### src/rtl/tx_byte_fifo_if.sv
// tx_byte_fifo_if: printer push side, status and uart_tx launch signals of tx_byte_fifo.
interface tx_byte_fifo_if #(
  parameter int DEPTH_LOG2 = 5
);
  logic                  flush;
  logic                  wr_en;
  logic [7:0]            wr_data;
  logic                  full;
  logic                  empty;
  logic [DEPTH_LOG2:0]   count;
  logic                  overflow;
  logic [7:0]            drop_count;
  logic                  uart_tx_busy;
  logic                  uart_tx_en;
  logic [7:0]            uart_tx_data;
  modport slave (
    input  flush, wr_en, wr_data, uart_tx_busy,
    output full, empty, count, overflow, drop_count, uart_tx_en, uart_tx_data
  );
  modport master (
    output flush, wr_en, wr_data, uart_tx_busy,
    input  full, empty, count, overflow, drop_count, uart_tx_en, uart_tx_data
  );
endinterface

### src/rtl/tx_byte_fifo.sv
// tx_byte_fifo: byte FIFO that paces one uart_tx_en launch per byte on uart_tx_busy.
// Define TX_FIFO_DROP_STATS_EN to build the saturating drop_count counter.
module tx_byte_fifo #(
  parameter int DEPTH_LOG2 = 5,
  parameter int BUSY_WAIT  = 4
) (
  input logic           clk,
  input logic           rst_n,
  tx_byte_fifo_if.slave bus
);
  localparam int DEPTH = 1 << DEPTH_LOG2;
  localparam int CW    = DEPTH_LOG2 + 1;
  localparam int TW    = $clog2(BUSY_WAIT + 2);
  typedef enum logic [1:0] {IDLE, WAIT_HI, WAIT_LO} state_t;
  state_t                state_q, state_d;
  logic [7:0]            mem_q [DEPTH];
  logic [DEPTH_LOG2-1:0] wr_ptr_q, wr_ptr_d, rd_ptr_q, rd_ptr_d;
  logic [CW-1:0]         count_q, count_d;
  logic [TW-1:0]         timer_q, timer_d;
  logic [7:0]            data_q, data_d;
  logic                  en_q, ovf_q;
  logic                  room, push, drop, pop;
  // Room is judged on the registered count only, so a same-cycle pop never frees a slot.
  assign room = count_q != CW'(DEPTH);
  assign push = bus.wr_en && !bus.flush && room;
  assign drop = bus.wr_en && !bus.flush && !room;
  assign pop  = state_q == IDLE && count_q != '0 && !bus.uart_tx_busy && !bus.flush;
  always_comb begin
    state_d = state_q;
    timer_d = '0;
    case (state_q)
      IDLE:    state_d = pop ? WAIT_HI : IDLE;
      WAIT_HI: begin
        timer_d = timer_q + 1'b1;
        if (bus.uart_tx_busy || timer_q == TW'(BUSY_WAIT)) begin
          state_d = WAIT_LO;
          timer_d = '0;
        end
      end
      WAIT_LO: state_d = bus.uart_tx_busy ? WAIT_LO : IDLE;
      default: state_d = IDLE;
    endcase
    // A launched byte is never aborted: flush only skips the busy-rise wait.
    if (bus.flush && state_q != IDLE) begin
      state_d = WAIT_LO;
      timer_d = '0;
    end
  end
  always_comb begin
    wr_ptr_d = bus.flush ? '0 : wr_ptr_q + DEPTH_LOG2'(push);
    rd_ptr_d = bus.flush ? '0 : rd_ptr_q + DEPTH_LOG2'(pop);
    count_d  = bus.flush ? '0 : count_q + CW'(push) - CW'(pop);
    data_d   = pop ? mem_q[rd_ptr_q] : data_q;
  end
  always_ff @(posedge clk or negedge rst_n) begin
    if (!rst_n) begin
      state_q  <= IDLE;
      timer_q  <= '0;
      wr_ptr_q <= '0;
      rd_ptr_q <= '0;
      count_q  <= '0;
      data_q   <= '0;
      en_q     <= 1'b0;
      ovf_q    <= 1'b0;
    end else begin
      state_q  <= state_d;
      timer_q  <= timer_d;
      wr_ptr_q <= wr_ptr_d;
      rd_ptr_q <= rd_ptr_d;
      count_q  <= count_d;
      data_q   <= data_d;
      en_q     <= pop;
      ovf_q    <= drop;
    end
  end
  always_ff @(posedge clk) begin
    if (push) mem_q[wr_ptr_q] <= bus.wr_data;
  end
`ifdef TX_FIFO_DROP_STATS_EN
  logic [7:0] drop_q;
  always_ff @(posedge clk or negedge rst_n) begin
    if (!rst_n) drop_q <= '0;
    else        drop_q <= drop_q + 8'(drop && drop_q != 8'hff);
  end
  assign bus.drop_count = drop_q;
`else
  assign bus.drop_count = '0;
`endif
  assign bus.full         = !room;
  assign bus.empty        = count_q == '0;
  assign bus.count        = count_q;
  assign bus.overflow     = ovf_q;
  assign bus.uart_tx_en   = en_q;
  assign bus.uart_tx_data = data_q;
endmodule

### src/flat_wrapper.sv
// flat-port wrapper written by rule: the top's interface ports become plain ports
module tx_byte_fifo_flat 
#(
  parameter int DEPTH_LOG2 = 5,
  parameter int BUSY_WAIT  = 4
)
  (clk, rst_n, bus_flush, bus_wr_en, bus_wr_data, bus_uart_tx_busy, bus_full, bus_empty, bus_count, bus_overflow, bus_drop_count, bus_uart_tx_en, bus_uart_tx_data);
  tx_byte_fifo_if #(.DEPTH_LOG2(DEPTH_LOG2)) bus_i ();
  input logic clk;
  input logic rst_n;
  input wire logic [$bits(bus_i.flush)-1:0] bus_flush;
  input wire logic [$bits(bus_i.wr_en)-1:0] bus_wr_en;
  input wire logic [$bits(bus_i.wr_data)-1:0] bus_wr_data;
  input wire logic [$bits(bus_i.uart_tx_busy)-1:0] bus_uart_tx_busy;
  output wire logic [$bits(bus_i.full)-1:0] bus_full;
  output wire logic [$bits(bus_i.empty)-1:0] bus_empty;
  output wire logic [$bits(bus_i.count)-1:0] bus_count;
  output wire logic [$bits(bus_i.overflow)-1:0] bus_overflow;
  output wire logic [$bits(bus_i.drop_count)-1:0] bus_drop_count;
  output wire logic [$bits(bus_i.uart_tx_en)-1:0] bus_uart_tx_en;
  output wire logic [$bits(bus_i.uart_tx_data)-1:0] bus_uart_tx_data;
  assign bus_i.flush = bus_flush;
  assign bus_i.wr_en = bus_wr_en;
  assign bus_i.wr_data = bus_wr_data;
  assign bus_i.uart_tx_busy = bus_uart_tx_busy;
  assign bus_full = bus_i.full;
  assign bus_empty = bus_i.empty;
  assign bus_count = bus_i.count;
  assign bus_overflow = bus_i.overflow;
  assign bus_drop_count = bus_i.drop_count;
  assign bus_uart_tx_en = bus_i.uart_tx_en;
  assign bus_uart_tx_data = bus_i.uart_tx_data;
  tx_byte_fifo #(.DEPTH_LOG2(DEPTH_LOG2), .BUSY_WAIT(BUSY_WAIT)) u_core (.clk(clk), .rst_n(rst_n), .bus(bus_i));
endmodule
### config.mk
export PLATFORM = sky130hd
export DESIGN_NAME = tx_byte_fifo_flat
export DESIGN_NICKNAME = d
export VERILOG_FILES = /design/src/rtl/tx_byte_fifo_if.sv /design/src/rtl/tx_byte_fifo.sv /design/src/flat_wrapper.sv
export SDC_FILE = /design/constraint.sdc
export NUM_CORES = 1
export LEC_CHECK = 0
export ABC_AREA = 1
export CELL_PAD_IN_SITES_DETAIL_PLACEMENT = 1
export CELL_PAD_IN_SITES_GLOBAL_PLACEMENT = 1
export CORE_MARGIN = 2
export CORE_UTILIZATION = 35
export DETAILED_ROUTE_END_ITERATION = 7
export GPL_TIMING_DRIVEN = 1
export PLACE_DENSITY_LB_ADDON = 0.1
export SLEW_MARGIN = 10
export SYNTH_ARGS = -nofsm -noshare
export SYNTH_HDL_FRONTEND = slang
export SYNTH_SLANG_ARGS = --single-unit
### constraint.sdc
create_clock -name clk -period 2.8 [get_ports clk]
set_input_delay 0.84 -clock clk [delete_from_list [all_inputs] [get_ports clk]]
set_output_delay 0.84 -clock clk [all_outputs]
set_load 0.01 [all_outputs]
==> out/results.tsv <==
metric	value	unit
element type at the critical path end	flip-flop	
First-pass DRT Iterations	5	
1st-iter DRT viols	426	
Crit Path Category	flip-flop to flip-flop	
Synth Flop Type	edfxtp_1	
met3 wire len	876	um
cell count after synthesis	1196	
total number of H-tree levels	2	
Die Ht	193	um
initial antenna violation count	0	
async set-or-reset flop fraction in the synthesized netlist	10.8	%
WL met2	16300	um
Cell Rows	69	
Maximum Capacitance Violations	0	
Distinct cells, synth	26	
CP Cell Sequence	inv_2, ha_1, nand4_1, buf_4, nand4_4, inv_2, ha_1, inv_1, ha_1, fa_2, nand2_1, inv_1, o21ai_1, nand2_1, o21ai_1, a21oi_1	
Clock Sink Count	287	
metal1 wirelength	16800	um
Syn Area/Cell	10.4	sq um
TritonCTS clock tree	done	
DRC viols	0	
max_slew headroom	46.7	%
via count of the first global-routing pass	8829	
dominant cell type by area after synthesis	edfxtp_1	
first-pass GRT wire length	53300	um
Yosys top cell area share	61.6	%
routed vias/inst	4.81	
reg2reg path depth	16	
slowest stage cell, crit path	dfrtp_1	
dpl hpwl	21400	um
Worst-Margin Slew	0.800	ns
layout net count	1311	
number of synthesized flops with an enable pin	256	
area grow syn2layout	17.5	%
clock root cell	clkbuf_16	
Area after DPL	0.0136	sq mm
uppermost layer routed	met4	
RSZ-0062 raised after global routing	no	
power per standard cell area	754	mW/mm^2
max-slew violation count	0	
final hold vios	0	
Top cell by count, worst path	ha_1	
die area	0.0372	sq mm
FF-to-FF setup slack	0.20	ns
maximum root-to-sink buffer count	3	
status	complete, no violations	
pin count of the biggest net entering global routing	74	
Netlist Area Pre-Place	0.0125	sq mm
initial core utilization	35.3	%
maximum clock frequency	0.385	GHz
routed len/inst	19.7	um
Inst Count DP	1703	
ranking of synthesized cells by area	edfxtp_1 (62%), nand2_1 (13%), nand3_1 (6.8%)	
# IOs	39	
setup ws final	0.200	ns
crit start category	flip-flop	
Via Count	8521	
Chip Width	193	um
non-filler cells, final	1770	
WL final	34800	um
Crit path largest cell delay	0.41	ns
Worst-Skew Late Latency	0.51	ns
layout cells sized above 1	10.2	%
Total Routing Usage GR	19.4	%
clk slew on worst S/H paths	0.06	ns
gr ovfl total	0	
Worst Skew	0.0106	ns
reg2reg start	u_core.bus.count[4]$_DFF_PN0_	
reg2reg end	u_core.bus.count[4]$_DFF_PN0_	
Final min period	2.60	ns
Leak	6.06	nW
Final setup viols	0	
top cells by count, synth	nand2_1 (437), edfxtp_1 (256), nand3_1 (170)	
flops & latches, synth	287	
CP max FO	3	
WP data required	3.19	ns
Antenna Nets Post-Route	0	
global placement routability congestion	0.762	
CTS Hold Buffers Added	0	
final instance area	0.0147	sq mm
Yosys warning count	0	
most common cell in the netlist	nand2_1	
hold crit path type	input pin to async pin	
cts bufs inserted	35	
Core Region	0.0353	sq mm
dpl ws	-0.384	ns
Worst EP arrival	2.99	ns
fin crit share	92.9	%
worst hold slack	0.403	ns
maximum vdd ir drop	0.410	mV
post-synthesis sequential area ratio	67.9	%
I/O Buffers	30	
-- cell type report --
type,count,area (sq um)
Timing Repair Buffer,108,936
Multi-Input combinational cell,732,3190
Antenna cell,1,2.50
Fill cell,3894,20700
Clock buffer,48,977
Clock inverter,15,66.3
Tap cell,461,577
Inverter,118,445
Sequential cell,287,8470
-- per-layer routing --
layer / track usage [%] / vias up
met5: 0 / -
met4: 5.70 / 0
met3: 2.44 / 52
met2: 31.7 / 110
met1: 27.1 / 4267
li1: - / 4092
-- through the flow --
| step | TNS (ns) | util (%) | power [mW] |
|---|---|---|---|
| after floorplan | 0 | - | 6.17 |
| after CTS | 0 | 41.5 | 11.2 |
| after global placement | -0.822 | 38.5 | 6.97 |
| after detailed placement | -2.14 | 38.5 | 7.01 |
| after global routing | 0 | 41.5 | 11.6 |
| final | 0 | 41.5 | 11.1 |
-- cells in the final DEF (no fill, tap or decap), types with 3 or more instances in the layout --
cell type,instances
nand2_1,437
edfxtp_1,256
nand3_1,170
inv_1,112
buf_4,74
nor2_1,66
clkbuf_16,37
dfrtp_1,29
clkdlybuf4s50_1,27
ha_1,15
clkbuf_1,10
a21oi_1,9
o21ai_0,8
o21ai_1,8
clkinv_1,8
conb_1,8
clkinv_2,8
inv_2,4
buf_12,4
nand4_1,3
-- report_power, final --
part | switching (mW) | internal (mW)
Clock | 1.70 | 2.44
Combinational | 1.26 | 0.728
Sequential | 0.120 | 4.80
Total | 3.09 | 7.96
-- worst max-delay path by stage --
stage / startpoint / to / cells after the start
4_1_cts: u_core.bus.count[4]$_DFF_PN0_ / bus_empty / 5
5_1_grt: u_core.bus.count[4]$_DFF_PN0_ / u_core.bus.count[4]$_DFF_PN0_ / 16
6_report: u_core.bus.count[4]$_DFF_PN0_ / u_core.bus.count[4]$_DFF_PN0_ / 16
3_5_place_dp: bus_uart_tx_busy / u_core.bus.count[4]$_DFF_PN0_ / 14
3_3_place_gp: bus_uart_tx_busy / u_core.bus.count[4]$_DFF_PN0_ / 14
2_1_floorplan: bus_flush / u_core.bus.count[4]$_DFF_PN0_ / 14
-- registers in the layout, indices dropped and copies added (netlist names) --
signal and flops:
u_core.mem_q 256, u_core.timer_q 3, u_core.bus.overflow 1, u_core.wr_ptr_q 5, u_core.state_q 2, u_core.bus.uart_tx_data 8
u_core.bus.uart_tx_en 1, u_core.rd_ptr_q 5, u_core.bus.count 6
-- logic make-up (layout without fill, tap and decap cells) --
logic type	Yosys count	in the layout	synth area share, %
XOR/XNOR	1	1	0.0702
flip-flops	287	287	67.9
AND/OR/NAND/NOR	680	680	22.4
other	1	9	0.0301
buffers and inverters	184	289	6.89
adder cells (fa/ha/maj)	16	16	1.67
AO/OA/AOI/OAI	27	27	1.12
-- what timing repair did --
| action | CTS | global route |
|---|---|---|
| pin swaps | 1 | 1 |
| setup buffers | 3 | 0 |
| endpoints found under the setup margin | 2 | 3 |
| resized for setup | 1 | 5 |
-- worst max-delay path: cells and delay by family, from the launching register on --
kind	cells	cell delay [ns]
buffers and inverters	5	0.40
and+or+nand+nor	4	0.38
adders and majority gates	4	1.03
AOI/OAI and AO/OA	3	0.28
DFF	1	0.41
(Power assumes the default switching activity.)
